## src/rtl/siphash_msg_packer_if.sv

```systemverilog
// Byte-stream in / 64-bit message-word out bundle for the SipHash message packer.
interface siphash_msg_packer_if;
    logic        in_valid;
    logic        in_ready;
    logic [7:0]  in_data;
    logic        in_last;
    logic        in_empty;
    logic        out_valid;
    logic        out_ready;
    logic [63:0] out_word;
    logic        out_last;
    logic        busy;

    // Message source and word consumer side
    modport master (
        output in_valid, in_data, in_last, in_empty, out_ready,
        input  in_ready, out_valid, out_word, out_last, busy
    );

    // Packer side
    modport slave (
        input  in_valid, in_data, in_last, in_empty, out_ready,
        output in_ready, out_valid, out_word, out_last, busy
    );
endinterface

```

## src/rtl/siphash_msg_packer.sv

```systemverilog
// Packs a byte stream little-endian into 64-bit SipHash message words and
// appends the final-block length byte (message length mod 256 in byte 7).
module siphash_msg_packer (
    input logic                   clk,
    input logic                   rst_n,
    siphash_msg_packer_if.slave   bus
);
    typedef enum logic [1:0] {StAcc, StOut, StPad, StFin} state_e;

    state_e      state_q;
    logic [63:0] acc_q;
    logic [63:0] word_q;
    logic [2:0]  idx_q;
    logic [7:0]  len_q;
    logic        valid_q;
    logic        last_q;
    logic        busy_q;

    logic        accept;
    logic [63:0] acc_ins;
    logic [7:0]  len_inc;

    assign bus.in_ready  = rst_n & (state_q == StAcc) & ~valid_q;
    assign bus.out_valid = valid_q;
    assign bus.out_word  = word_q;
    assign bus.out_last  = last_q;
    assign bus.busy      = busy_q;

    assign accept  = bus.in_valid & bus.in_ready;
    assign len_inc = len_q + 8'd1;

    // Accumulator with the incoming byte dropped into lane idx
    always_comb begin
        acc_ins = acc_q;
        acc_ins[{idx_q, 3'b000} +: 8] = bus.in_data;
    end

    // Packing state machine with registered word output
    always_ff @(posedge clk or negedge rst_n) begin
        if (!rst_n) begin
            state_q <= StAcc;
            acc_q   <= 64'h0;
            word_q  <= 64'h0;
            idx_q   <= 3'd0;
            len_q   <= 8'd0;
            valid_q <= 1'b0;
            last_q  <= 1'b0;
            busy_q  <= 1'b0;
        end else begin
            unique case (state_q)
                StAcc: begin
                    if (accept) begin
                        busy_q <= 1'b1;
                        // A lone in_empty is treated as an empty final beat
                        if (bus.in_empty) begin
                            word_q  <= 64'h0;
                            last_q  <= 1'b1;
                            valid_q <= 1'b1;
                            acc_q   <= 64'h0;
                            state_q <= StFin;
                        end else if (idx_q == 3'd7) begin
                            word_q  <= acc_ins;
                            last_q  <= 1'b0;
                            valid_q <= 1'b1;
                            acc_q   <= 64'h0;
                            idx_q   <= 3'd0;
                            len_q   <= len_inc;
                            state_q <= bus.in_last ? StPad : StOut;
                        end else if (bus.in_last) begin
                            // Lanes above idx are already zero since acc clears per word
                            word_q  <= {len_inc, acc_ins[55:0]};
                            last_q  <= 1'b1;
                            valid_q <= 1'b1;
                            acc_q   <= 64'h0;
                            len_q   <= len_inc;
                            state_q <= StFin;
                        end else begin
                            acc_q <= acc_ins;
                            idx_q <= idx_q + 3'd1;
                            len_q <= len_inc;
                        end
                    end
                end
                StOut: begin
                    if (bus.out_ready) begin
                        valid_q <= 1'b0;
                        state_q <= StAcc;
                    end
                end
                StPad: begin
                    // Length-only word follows the full word with no gap
                    if (bus.out_ready) begin
                        word_q  <= {len_q, 56'h0};
                        last_q  <= 1'b1;
                        state_q <= StFin;
                    end
                end
                StFin: begin
                    if (bus.out_ready) begin
                        valid_q <= 1'b0;
                        last_q  <= 1'b0;
                        busy_q  <= 1'b0;
                        idx_q   <= 3'd0;
                        len_q   <= 8'd0;
                        acc_q   <= 64'h0;
                        state_q <= StAcc;
                    end
                end
                default: state_q <= StAcc;
            endcase
        end
    end
endmodule
```

## src/flat_wrapper.sv

```systemverilog
// flat-port wrapper written by rule: the top's interface ports become plain ports
module siphash_msg_packer_flat 
  (clk, rst_n, bus_in_valid, bus_in_data, bus_in_last, bus_in_empty, bus_out_ready, bus_in_ready, bus_out_valid, bus_out_word, bus_out_last, bus_busy);
  siphash_msg_packer_if bus_i ();
  input logic clk;
  input logic rst_n;
  input wire logic [$bits(bus_i.in_valid)-1:0] bus_in_valid;
  input wire logic [$bits(bus_i.in_data)-1:0] bus_in_data;
  input wire logic [$bits(bus_i.in_last)-1:0] bus_in_last;
  input wire logic [$bits(bus_i.in_empty)-1:0] bus_in_empty;
  input wire logic [$bits(bus_i.out_ready)-1:0] bus_out_ready;
  output wire logic [$bits(bus_i.in_ready)-1:0] bus_in_ready;
  output wire logic [$bits(bus_i.out_valid)-1:0] bus_out_valid;
  output wire logic [$bits(bus_i.out_word)-1:0] bus_out_word;
  output wire logic [$bits(bus_i.out_last)-1:0] bus_out_last;
  output wire logic [$bits(bus_i.busy)-1:0] bus_busy;
  assign bus_i.in_valid = bus_in_valid;
  assign bus_i.in_data = bus_in_data;
  assign bus_i.in_last = bus_in_last;
  assign bus_i.in_empty = bus_in_empty;
  assign bus_i.out_ready = bus_out_ready;
  assign bus_in_ready = bus_i.in_ready;
  assign bus_out_valid = bus_i.out_valid;
  assign bus_out_word = bus_i.out_word;
  assign bus_out_last = bus_i.out_last;
  assign bus_busy = bus_i.busy;
  siphash_msg_packer u_core (.clk(clk), .rst_n(rst_n), .bus(bus_i));
endmodule
```

## config.mk

```make
export PLATFORM = sky130hd
export DESIGN_NAME = siphash_msg_packer_flat
export DESIGN_NICKNAME = d
export VERILOG_FILES = /design/src/rtl/siphash_msg_packer_if.sv /design/src/rtl/siphash_msg_packer.sv /design/src/flat_wrapper.sv
export SDC_FILE = /design/constraint.sdc
export NUM_CORES = 1
export LEC_CHECK = 0
export CAP_MARGIN = 10
export CORE_UTILIZATION = 30
export CTS_BUF_LIST = sky130_fd_sc_hd__clkbuf_2 sky130_fd_sc_hd__clkbuf_4 sky130_fd_sc_hd__clkbuf_8
export DETAILED_ROUTE_END_ITERATION = 16
export SETUP_SLACK_MARGIN = 0.02
export SLEW_MARGIN = 5
export SYNTH_ARGS = -nofsm -noshare
export SYNTH_HDL_FRONTEND = slang
export SYNTH_SLANG_ARGS = --single-unit
export TNS_END_PERCENT = 50
```

## constraint.sdc

```tcl
create_clock -name clk -period 7 [get_ports clk]
set_input_delay 1.75 -clock clk [delete_from_list [all_inputs] [get_ports clk]]
set_output_delay 1.75 -clock clk [all_outputs]
set_load 0.005 [all_outputs]
```

# ---- After elaboration in Yosys (flattened, before gate mapping)
# Index checks and enable logic that the tools add are counted.
dict set report op_classes {
  reduce_logical 13
  bitwise 4
  shift 2
  add_sub_neg 3
  n_eq_ne 11
  muxes 44
}
# operator count
set ops {}
lappend ops {{$mux 64} 10}
lappend ops {{$pmux 64 s2} 2}
lappend ops {{$bwmux 64} 1}
lappend ops {{$shift 8x8->64 const A} 1}
lappend ops {{$shiftx 8x8->64} 1}
lappend ops {{$mux 8} 3}
lappend ops {{$pmux 8 s2} 1}
lappend ops {{$reduce_and 4->1} 4}
lappend ops {{$mux 3} 5}
lappend ops {{$mux 2} 7}
lappend ops {{$mux 1} 10}
lappend ops {{$reduce_and 5->1} 2}
lappend ops {{$add 8x1->8 const B} 1}
lappend ops {{$neg 6->8} 1}
lappend ops {{$ne 2x2->1 const B} 3}
lappend ops {{$pmux 2 s3} 1}
lappend ops {{$pmux 3 s2} 1}
lappend ops {{$reduce_bool 2->1} 3}
lappend ops {{$eq 2x2->1 const B} 2}
lappend ops {{$ne 2x1->1 const B} 2}
lappend ops {{$ne 4x4->1 const B} 1}
lappend ops {{$pmux 1 s2} 2}
lappend ops {{$add 3x1->3 const B} 1}
lappend ops {{$and 1x1->1} 3}
lappend ops {{9 further kinds} 9}
dict set report totals {
  input_bits 14
  register_bits 144
  wordCells 85
  out_inout_bits 68
}

# ---- Depth between registers and ports, before layout
dict set report logic_depth {
  ltp_word 8
  depth_mapped 11
  mapped_depth_nobuf 8
}

# ---- Least setup slack after synthesis
# Ideal clock, no wire load.
dict set report synth_path {
  path_type {input-to-output}
  from {input rst_n}
  to {output bus_in_ready}
  slack_ps 2956
  n_path_buf 0
  required_time_ps 5250
  arrival_time_ps 2294
  cell_stages 2
  cell_sequence {or4b_4 -> clkinv_2}
}
dict set report synth_between {
  elab_chain_len 2
}
# element line
set synth_rtl {}
lappend synth_rtl {{start, declared} flat_wrapper.sv:6} ;# input logic rst_n;
lappend synth_rtl {{$and 1x1->1 (2 in a row)} siphash_msg_packer.sv:23} ;# assign bus.in_ready = rst_n & (state_q == StAcc) & ~valid_q;
lappend synth_rtl {{end, declared} flat_wrapper.sv:12} ;# output wire logic [$bits(bus_i.in_ready)-1:0] bus_in_ready;
# No other way between the ends.

# ---- Worst setup path after layout
# Same ends and word-level chain as after synthesis.

==> key figures <==
Outcome
  – Status: finished, violations left
  – Failing checks: design-rule violations

Clock tree
  – Post-cts gate resize count: 0
  – Cts-stage hold buffer count: 0
  – H-tree level count: 4
  – CTS root buf: clkbuf_8
  – CTS sink cnt: 144
  – CTS tree: yes
  – Max clock buf depth: 2
  – Worst-path clk slew: 80 ps
  – CTS buffer count: 17
  – Clock latency at the later pin of the worst-skew pair: 460 ps
  – Post-CTS setup buffer count: 0

Cells and area
  – Util after Layout: 37.49%
  – Nets: 753
  – Share of cells above drive strength 1: 8.086%
  – Area Growth Syn to Fin: 22.10%
  – Antenna Cells: 0

STA
  – Hold Fails Final Rpt: 0
  – Setup ws final: 2020 ps
  – Final setup fails: 0
  – Worst slew margin: 35.98%
  – Fin crit period: 4980 ps
  – RSZ-0062 raised after global routing: no
  – F_max: 0.2008 GHz
  – Final setup TNS: 0 ps
  – Slew @ Worst Pin: 955.2 ps
  – Max-slew violations: 0
  – Final cycle utilization of the critical path: 71.14%
  – Clk_skew: 13.48 ps
  – WHS: 478.5 ps

Yosys
  – Syn avg cell area: 10.00 um^2
  – Number of synthesized flops with an enable pin: 0
  – Synth unique cells: 47
  – Post-Syn Area: 0.006741 mm^2
  – Post-synthesis sequential area ratio: 53.45%
  – Post-synth top area share: 53.45%
  – YS warnings: 0
  – Synth Instances: 674
  – Ys flop type: dfrtp_1
  – Post-synth top area cell: dfrtp_1
  – Ys async rst share: 100.0%
  – Largest cells by area after synthesis: dfrtp_1 53%, a22o_1 9.5%, nand2_1 4.5%
  – FF+latch count, synth: 144
  – Synthesized Nets: 697
  – Commonest cells post-synth: 144 x dfrtp_1, 81 x nand2_1, 73 x a22o_1
  – Count leader, synth: dfrtp_1

Min path
  – Worst hold path type: reg2reg

Critical path
  – Critical path cell sequence: buf_6 -> or4b_4 -> clkinv_2 -> clkdlybuf4s50_1
  – CP arrival: 3230 ps
  – Worst-path fanout max: 30
  – Worst setup EP type: primary output
  – Worst path required time: 5250 ps
  – CP max stage cell: or4b_4
  – CP peak stage delay: 550 ps
  – WS Path Type: in2out
  – Critical Path Source Type: input port

Drt
  – Via Count: 5363
  – Final WL: 18410 um
  – Drt first pass iters: 11
  – Initial DRC Count: 522
  – WL per Instance: 18.01 um
  – Vias per Instance: 5.248
  – Post-route DRC: 10
  – Post-DRT Antenna Nets: 0

Power
  – P_leak: 3.553 nW
  – VDD IR max: 151.1 uV
  – Pwr Density: 290.9 mW/mm^2

Global route
  – Largest net degree at the start of global routing: 63
  – First-pass GRT wire length: 29730 um
  – Met2 GRT Util: 24.21%
  – M1 GR Usage: 23.51%
  – Grt total ovfl: 0
  – Gr busiest metal: met2
  – Met3 Usage GRT: 4.278%
  – Total GRT Usage: 16.49%
  – Antenna violations before repair: 0
  – Via count of the first global-routing pass: 5177

Floorplanning
  – Die width: 151.9 um
  – Core Region: 0.02196 mm^2
  – Die H: 151.9 um
  – Starting Density: 30.70%
  – Die area: 0.02308 mm^2
  – Row count: 54
  – Boundary pin count: 82

Run
  – Max Cap Viol: 0

Placed design
  – GP Congestion: 0.7922
  – DP Worst Slack: 1994 ps
  – # port buffers: 81
  – DP Wirelength: 11580 um
==> critical path: cells and delay by family <==
family | cells | cell delay (ps)
buffers and inverters | 3 | 910
and+or+nand+nor | 1 | 550
==> cell type report <==
class                           count  area, um^2
Inverter                            8       31.28
Sequential cell                   144        3603
Timing Repair Buffer               92       894.6
Tap cell                          280       350.3
Multi-Input combinational cell    467        2919
Fill cell                        2190       13730
Clock inverter                      9       130.1
Clock buffer                       22       302.8
==> power by group <==
part | total (mW) | internal [mW] | switching (mW)
sequential | 0.983 | 0.905 | 0.0784
clock | 0.716 | 0.397 | 0.319
combinational | 0.695 | 0.266 | 0.430
total | 2.39 | 1.57 | 0.827
==> cells by family after synthesis <==
group | count (synthesis) | share of synthesized area, %
multiplexers | 17 | 2.543
XOR/XNOR | 6 | 0.7795
AND/OR/NAND/NOR | 207 | 14.57
adder cells (fa/ha/maj) | 9 | 1.670
buffers and inverters | 63 | 3.916
flip-flops | 144 | 53.45
AO/OA/AOI/OAI | 228 | 23.07
==> routing by layer <==
layer  vias up  share of wire (%)
met3        21                4.7
met1      2685                 50
met2       119                 44
li1       2538                  -
met5         -                  0
met4         0                1.5
==> placed cells by master (no fill, tap or decap), types with 9 or more instances in the layout <==
cell,netlist,layout
a21oi_1,35,34
o21ai_1,22,22
o21ai_0,52,52
ha_1,9,9
clkdlybuf4s50_1,0,80
nand2_1,81,81
buf_4,0,11
dfrtp_1,144,144
a22o_1,73,73
clkbuf_8,0,22
mux2i_1,16,16
nand2b_1,11,11
nand3_1,29,29
nor2_1,43,43
nor2b_1,11,11
==> sequential cells by signal (all words and copies together) (netlist names) <==
signal and count:
u_core.acc_q 64, u_core.bus.busy 1, u_core.bus.out_last 1, u_core.bus.out_valid 1
u_core.bus.out_word 64, u_core.idx_q 3, u_core.len_q 8, u_core.state_q 2
==> through the flow <==
stage / power, mW / cell area, um^2 / instances
floorplan: 1.421 / 6741 / 674
global placement: 1.687 / 7799 / 991
detailed placement: 1.696 / 7799 / 991
CTS: 2.418 / 8232 / 1022
global route: 2.522 / 8232 / 1022
finish: 2.395 / 8232 / 1022
==> path summary, 6_finish.rpt <==
kind                                       start                      end  slack, ps  cells past startpoint
worst max-delay path                       rst_n             bus_in_ready       2020                      4
worst min-delay path            u_core.acc_q[54]         u_core.acc_q[54]        480                      2
worst max register to register   u_core.idx_q[0]         u_core.acc_q[63]       3380                      6
worst min register to register  u_core.acc_q[54]         u_core.acc_q[54]        480                      2
max in group asynchronous                  rst_n  u_core.bus.out_word[59]       4760                      2
min in group asynchronous                  rst_n          u_core.len_q[0]       1150                      1
No activity file was read; power rests on OpenSTA's default activity.
